==> src/rtl/cross_bar_rr_if.sv <==
// Bus bundle for cross_bar_rr: producer-side write lanes and consumer-side output lanes.
// Write i is taken on a rising edge when wr_en[i] && !full[i]; output j transfers on an edge when valid[j] && !stall[j].
interface cross_bar_rr_if #(
    parameter int N_IN  = 8,
    parameter int N_OUT = 8,
    parameter int WIDTH = 8
);
    logic [N_IN-1:0]        wr_en;
    logic [N_IN*WIDTH-1:0]  d;
    logic [N_IN-1:0]        full;
    logic [N_IN-1:0]        almost_full;
    logic [N_OUT-1:0]       valid;
    logic [N_OUT*WIDTH-1:0] q;
    logic [N_OUT-1:0]       stall;

    modport slave (input wr_en, d, stall, output full, almost_full, valid, q);
    modport master (output wr_en, d, stall, input full, almost_full, valid, q);
endinterface

==> src/rtl/cross_bar_rr.sv <==
// N_IN x N_OUT crossbar: per-input FWFT FIFOs, one round-robin arbiter per output, registered outputs with stall.
// Define CROSS_BAR_PERF_EN to add per-output grant counters (grant_cnt) with a synchronous clear (clr_cnt).
module cross_bar_rr #(
    parameter int N_IN      = 8,
    parameter int N_OUT     = 8,
    parameter int WIDTH     = 8,
    parameter int DEPTH     = 4,
    parameter int AF_MARGIN = 1
) (
    input  logic                 clk,
    input  logic                 rst_n,
`ifdef CROSS_BAR_PERF_EN
    input  logic                 clr_cnt,
    output logic [N_OUT*16-1:0]  grant_cnt,
`endif
    cross_bar_rr_if.slave        bus
);
    localparam int DW = $clog2(N_OUT);
    localparam int PW = $clog2(N_IN);
    localparam int AW = $clog2(DEPTH);
    localparam int CW = AW + 1;

    logic [WIDTH-1:0]   mem [N_IN][DEPTH];
    logic [AW-1:0]      wr_ptr [N_IN];
    logic [AW-1:0]      rd_ptr [N_IN];
    logic [CW-1:0]      count [N_IN];
    logic [N_IN-1:0]    push, pop, empty, discard, full_w, af_w;
    logic [WIDTH-1:0]   head [N_IN];
    logic [DW-1:0]      head_dest [N_IN];
    logic [N_IN-1:0]    req [N_OUT];
    logic [PW-1:0]      ptr [N_OUT];
    logic [N_OUT-1:0]   load_ok, gnt_any, valid_r;
    logic [PW-1:0]      gnt_idx [N_OUT];
    logic [WIDTH-1:0]   q_r [N_OUT];
    logic [N_OUT*WIDTH-1:0] q_flat;

    // Flags come from the registered count only, so a same-cycle pop never admits a write into a full FIFO.
    always_comb begin
        for (int i = 0; i < N_IN; i++) begin
            empty[i]     = (count[i] == '0);
            full_w[i]    = (count[i] == CW'(DEPTH));
            af_w[i]      = (count[i] >= CW'(DEPTH - AF_MARGIN));
            push[i]      = bus.wr_en[i] && !full_w[i];
            head[i]      = mem[i][rd_ptr[i]];
            head_dest[i] = head[i][WIDTH-1 -: DW];
            discard[i]   = !empty[i] && (int'(head_dest[i]) >= N_OUT);
        end
    end

    always_comb begin
        for (int j = 0; j < N_OUT; j++) begin
            for (int i = 0; i < N_IN; i++) begin
                req[j][i] = !empty[i] && (int'(head_dest[i]) == j);
            end
        end
    end

    // Round-robin scan from ptr[j] upward; heads with an out-of-range destination are dropped here too.
    always_comb begin
        int idx;
        idx     = 0;
        gnt_any = '0;
        pop     = discard;
        for (int j = 0; j < N_OUT; j++) begin
            gnt_idx[j] = '0;
            load_ok[j] = !valid_r[j] || !bus.stall[j];
            if (load_ok[j]) begin
                for (int k = 0; k < N_IN; k++) begin
                    idx = int'(ptr[j]) + k;
                    if (idx >= N_IN) idx = idx - N_IN;
                    if (!gnt_any[j] && req[j][idx]) begin
                        gnt_any[j] = 1'b1;
                        gnt_idx[j] = PW'(idx);
                    end
                end
            end
            if (gnt_any[j]) pop[gnt_idx[j]] = 1'b1;
        end
    end

    always_ff @(posedge clk) begin
        for (int i = 0; i < N_IN; i++) begin
            if (push[i]) mem[i][wr_ptr[i]] <= bus.d[i*WIDTH +: WIDTH];
        end
    end

    always_ff @(posedge clk or negedge rst_n) begin
        if (!rst_n) begin
            for (int i = 0; i < N_IN; i++) begin
                wr_ptr[i] <= '0;
                rd_ptr[i] <= '0;
                count[i]  <= '0;
            end
        end else begin
            for (int i = 0; i < N_IN; i++) begin
                if (push[i]) wr_ptr[i] <= wr_ptr[i] + AW'(1);
                if (pop[i])  rd_ptr[i] <= rd_ptr[i] + AW'(1);
                count[i] <= count[i] + CW'(push[i]) - CW'(pop[i]);
            end
        end
    end

    always_ff @(posedge clk or negedge rst_n) begin
        if (!rst_n) begin
            valid_r <= '0;
            for (int j = 0; j < N_OUT; j++) begin
                q_r[j] <= '0;
                ptr[j] <= '0;
            end
        end else begin
            for (int j = 0; j < N_OUT; j++) begin
                if (gnt_any[j]) begin
                    q_r[j]     <= head[gnt_idx[j]];
                    valid_r[j] <= 1'b1;
                    ptr[j]     <= (gnt_idx[j] == PW'(N_IN - 1)) ? '0 : gnt_idx[j] + PW'(1);
                end else if (load_ok[j]) begin
                    valid_r[j] <= 1'b0;
                end
            end
        end
    end

    always_comb begin
        q_flat = '0;
        for (int j = 0; j < N_OUT; j++) q_flat[j*WIDTH +: WIDTH] = q_r[j];
    end

    assign bus.full        = full_w;
    assign bus.almost_full = af_w;
    assign bus.valid       = valid_r;
    assign bus.q           = q_flat;

`ifdef CROSS_BAR_PERF_EN
    logic [15:0] cnt [N_OUT];

    // Clear takes priority over a grant in the same cycle.
    always_ff @(posedge clk or negedge rst_n) begin
        if (!rst_n) begin
            for (int j = 0; j < N_OUT; j++) cnt[j] <= '0;
        end else if (clr_cnt) begin
            for (int j = 0; j < N_OUT; j++) cnt[j] <= '0;
        end else begin
            for (int j = 0; j < N_OUT; j++) begin
                if (gnt_any[j]) cnt[j] <= cnt[j] + 16'd1;
            end
        end
    end

    always_comb begin
        grant_cnt = '0;
        for (int j = 0; j < N_OUT; j++) grant_cnt[j*16 +: 16] = cnt[j];
    end
`endif
endmodule

==> src/flat_wrapper.sv <==
// flat-port wrapper written by rule: the top's interface ports become plain ports
module cross_bar_rr_flat 
#(
    parameter int N_IN      = 8,
    parameter int N_OUT     = 8,
    parameter int WIDTH     = 8,
    parameter int DEPTH     = 4,
    parameter int AF_MARGIN = 1
)
  (clk, rst_n, bus_wr_en, bus_d, bus_stall, bus_full, bus_almost_full, bus_valid, bus_q);
  cross_bar_rr_if #(.N_IN(N_IN), .N_OUT(N_OUT), .WIDTH(WIDTH)) bus_i ();
  input  logic clk;
  input  logic rst_n;
  input wire logic [$bits(bus_i.wr_en)-1:0] bus_wr_en;
  input wire logic [$bits(bus_i.d)-1:0] bus_d;
  input wire logic [$bits(bus_i.stall)-1:0] bus_stall;
  output wire logic [$bits(bus_i.full)-1:0] bus_full;
  output wire logic [$bits(bus_i.almost_full)-1:0] bus_almost_full;
  output wire logic [$bits(bus_i.valid)-1:0] bus_valid;
  output wire logic [$bits(bus_i.q)-1:0] bus_q;
  assign bus_i.wr_en = bus_wr_en;
  assign bus_i.d = bus_d;
  assign bus_i.stall = bus_stall;
  assign bus_full = bus_i.full;
  assign bus_almost_full = bus_i.almost_full;
  assign bus_valid = bus_i.valid;
  assign bus_q = bus_i.q;
  cross_bar_rr #(.N_IN(N_IN), .N_OUT(N_OUT), .WIDTH(WIDTH), .DEPTH(DEPTH), .AF_MARGIN(AF_MARGIN)) u_core (.clk(clk), .rst_n(rst_n), .bus(bus_i));
endmodule
==> config.mk <==
export PLATFORM = sky130hd
export DESIGN_NAME = cross_bar_rr_flat
export DESIGN_NICKNAME = d
export VERILOG_FILES = /design/src/rtl/cross_bar_rr_if.sv /design/src/rtl/cross_bar_rr.sv /design/src/flat_wrapper.sv
export SDC_FILE = /design/constraint.sdc
export NUM_CORES = 1
export LEC_CHECK = 0
export BUFFER_PORTS_ARGS = -buffer_cell sky130_fd_sc_hd__buf_4
export CAP_MARGIN = 25
export CORE_MARGIN = 1.5
export CORE_UTILIZATION = 45
export CTS_CLUSTER_SIZE = 25
export DETAILED_ROUTE_END_ITERATION = 10
export MAX_ROUTING_LAYER = met4
export PLACE_DENSITY_LB_ADDON = 0.15
export RECOVER_POWER = 100
export SLEW_MARGIN = 20
export SYNTH_ARGS = -nofsm -noshare
export SYNTH_HDL_FRONTEND = slang
export SYNTH_SLANG_ARGS = --single-unit
==> constraint.sdc <==
create_clock -name clk -period 5.1 [get_ports clk]
set_input_delay 0.51 -clock clk [delete_from_list [all_inputs] [get_ports clk]]
set_output_delay 0.51 -clock clk [all_outputs]
set_load 0.02 [all_outputs]
==> out/results.ini <==
[route]
wl_per_cell_microns=27.2
drcViolationCount=0
num_vias=28500
drt_iter0_drc=3311
avgViaCountPerCell=6.36
dr.pass1.iters=9
ant_nets=0
routed_wl_microns=122000

[worst_setup_path]
cp.required_ps=5590
crit_fanout=8
critPathKind=flop to flop
critPathCaptureType=flop
slowest_stage=mux4_2
critPathLaunchType=flop
path_cells=mux4_2 > buf_8 > or4b_4 > buf_12 > mux4_2 > mux2_4 > nand4_1 > buf_4 > a21oi_4 > o21a_1 > o31ai_4 > nand4b_1 > o311ai_4 > or3_4 > ha_4 > inv_2 > ha_4 > fa_2 > xor2_1
slowest_delay_ps=590
path_buf_inv=4
arrival_ps=6130
path_delay_family=simple AND/OR/NAND/NOR gates

[global_route]
grt_max_degree=71
grt_pass1_vias=27900
grt_overflow=0
grtUsageTotal_pct=36.5
antenna_found_initial=2
grt_pass1_wl_microns=179000

[cts]
root_buffer=clkbuf_16
htree_levels=2
clk_path_buf_depth=3
numCtsBuffers=46
clock-sinks=408
clk_latency_ps=610
clk_pin_slew_ps=70
tritoncts=done

[place]
dp_slack_ps=-1310
io_buffers=169
dp.cells=4345
place_hpwl_microns=92400
place_congestion=1.05

[synth]
syn_area_sq_um=29500
synth_ff_type=edfxtp_1
syn_inst=2798
async_flop_share_pct=37.3
syn_nets=2968
ys_warn_count=0
synth_edf_count=256
ys_ff_latch=408
synth_area_per_cell_sq_um=10.6
ys_types=133
ys_seq_area_share_pct=38.9

[worst_hold_path]
hold_path.class=primary input to flop

[timing]
fin_skew_ps=21.4
min_period_ps=5640
slew-limit-headroom_pct=-55.2
worst_slack_ps=-543
setup_viol=22
hold_viol=0
fin_setup_tns_ps=-7580
rsz0062_at_grt=yes
max_freq_mhz=177
drv_slew=71
worstMarginPinSlew_ps=2330
finalCritPeriodShare_pct=111

[layout]
fill_cells=5477
drive_gt1_share_pct=35.8
fin_util_pct=61.4
layout-area-overhead-vs-synth_pct=34.4
final_cells=4484
fin_nets=3759

[floorplanning]
coreArea_sq_um=64700
die_w_microns=259
die_h_microns=259
start_util_pct=45.6
rows=93
die_area_sq_um=67200
pin_count=170

[run_status]
violations=max-capacitance violations, max-slew violations, negative setup slack
status=complete, but fails checks

[flow_run]
max-cap-violations=1

-- placed cells by master (no fill, tap or decap), types with 26 or more instances in the layout --
cell	Yosys	final
a22o_1	31	31
nor2_1	200	195
mux4_2	105	105
a211oi_1	38	29
xor2_1	32	31
clkbuf_1	115	166
xnor2_1	39	37
clkbuf_16	0	47
nand2_1	175	171
ha_1	80	65
o21ai_0	93	86
mux2i_1	198	185
o22ai_1	63	62
nor3_1	84	72
nand4_1	27	27
o211ai_1	34	34
buf_12	0	29
inv_1	103	91
buf_4	5	720
dfrtp_1	152	144
or3_1	27	26
edfxtp_1	256	256
a21oi_1	81	74
and2_0	1	29
nand3_1	71	68
nor2b_1	31	31
-- cells in the mapped netlist (12+ instances only) --
library cell  number  share of area (%)
edfxtp_1         256                 26
nor2_1           200                2.5
mux2i_1          198                6.7
nand2_1          175                2.2
dfrtp_1          152                 13
clkbuf_1         115                1.5
mux4_2           105                8.0
inv_1            103                1.3
o21ai_0           93                1.6
nor3_1            84                1.4
a21oi_1           81                1.4
ha_1              80                3.4
nand3_1           71                1.2
o22ai_1           63                1.3
and2_1            52                1.1
buf_2             45               0.76
xnor2_1           39                1.2
a211oi_1          38               0.97
o211ai_1          34               0.86
xor2_1            32               0.95
a22o_1            31               0.92
nor2b_1           31               0.66
nor4_1            29               0.61
nand4_1           27               0.57
or3_1             27               0.57
mux2_2            26               0.99
or2_2             26               0.55
a221oi_1          24               0.71
and3_1            21               0.44
a211o_1           20               0.59
nor4b_1           19               0.56
a31oi_1           18               0.38
or4b_1            18               0.61
nand2b_1          16               0.34
nand4b_1          16               0.47
o221ai_1          16               0.47
a22oi_1           15               0.38
buf_6             15               0.57
o32ai_1           15               0.44
o2111ai_1         14               0.42
or4_1             14               0.36
o31ai_1           13               0.33
a221o_1           12               0.41
and4_1            12               0.36
o21a_1            12               0.31
-- what timing repair did --
item | CTS | global route
setup buffers | 31 | 26
endpoints found under the setup margin | 39 | 40
hold buffers | 1 | 0
hold endpoints to repair | 5 | 0
gates cloned | 1 | 0
gates resized for setup | 143 | 139
pin swaps | 33 | 40
-- worst reg2reg max path, cell delays in order, from the launching register on --
cell      delay (ps)
dfrtp_2          440
mux4_2           590
buf_8            180
or4b_4           550
buf_12           170
mux4_2           470
mux2_4           280
nand4_1          120
buf_4            130
a21oi_4           50
o21a_1           140
o31ai_4          550
nand4b_1         330
o311ai_4         190
or3_4            400
ha_4             280
inv_2             40
ha_4             150
fa_2             330
xor2_1           150
-- kinds of logic (layout without fill, tap and decap cells) --
logic type,count (synthesis),in the layout,synth area share [%]
buffers and inverters,317,1145,4.71
xor gates and xnor gates,71,71,2.11
AOI/OAI and AO/OA,667,667,17.0
adders and majority gates,88,88,3.93
muxes,333,334,16.0
other,0,2,0
and+or+nand+nor,914,914,17.3
DFF,408,408,38.9
-- final cells by class --
cell class,count,area [sq um],area share [%]
well taps,855,1070,2.70
clock inverters,26,367,0.924
repair buffers,940,6930,17.5
clock buffers,60,1250,3.16
diodes,2,5.00,0.0126
inverters,119,457,1.15
multi-input cells,2074,18100,45.6
flip-flops and latches,408,11500,29.0
-- sequential cells by signal, indices dropped and copies added (netlist names) --
signal and cells:
u_core.bus.valid 8, u_core.ptr 24, u_core.wr_ptr 16, u_core.rd_ptr 16
u_core.count 24, u_core.bus.q 64, u_core.mem 256
-- per-stage QoR --
step | cell area (sq um) | hold WS [ps]
after CTS | 39400 | 79.1
final | 39700 | 161
after floorplan | 29700 | 214
after global placement | 36800 | 453
after detailed placement | 36800 | 455
after global routing | 39700 | 166
-- path summary, 6_finish.rpt --
| kind | startpoint | endpoint | slack [ps] | cells past startpoint |
|---|---|---|---|---|
| max | u_core.rd_ptr[14] | u_core.count[14] | -540 | 19 |
| min | bus_d[32] | u_core.mem[1][0] | 160 | 1 |
| max reg2reg | u_core.rd_ptr[14] | u_core.count[14] | -540 | 19 |
| min reg2reg | u_core.bus.q[47] | u_core.bus.q[47] | 460 | 1 |
| max in group asynchronous | rst_n | u_core.rd_ptr[4] | 1590 | 3 |
| min in group asynchronous | rst_n | u_core.bus.valid[7] | 1150 | 2 |
-- layer usage --
layer	share of wire (%)	vias up	GRT usage (%)
met5	0	-	-
met2	47	1441	57.9
met3	8.2	358	5.92
met4	4.8	0	13.8
met1	40	14200	47.1
li1	-	12500	-
Power is not shown: default switching activity piles up to over one toggle a cycle in this logic, so the estimate is an artifact.
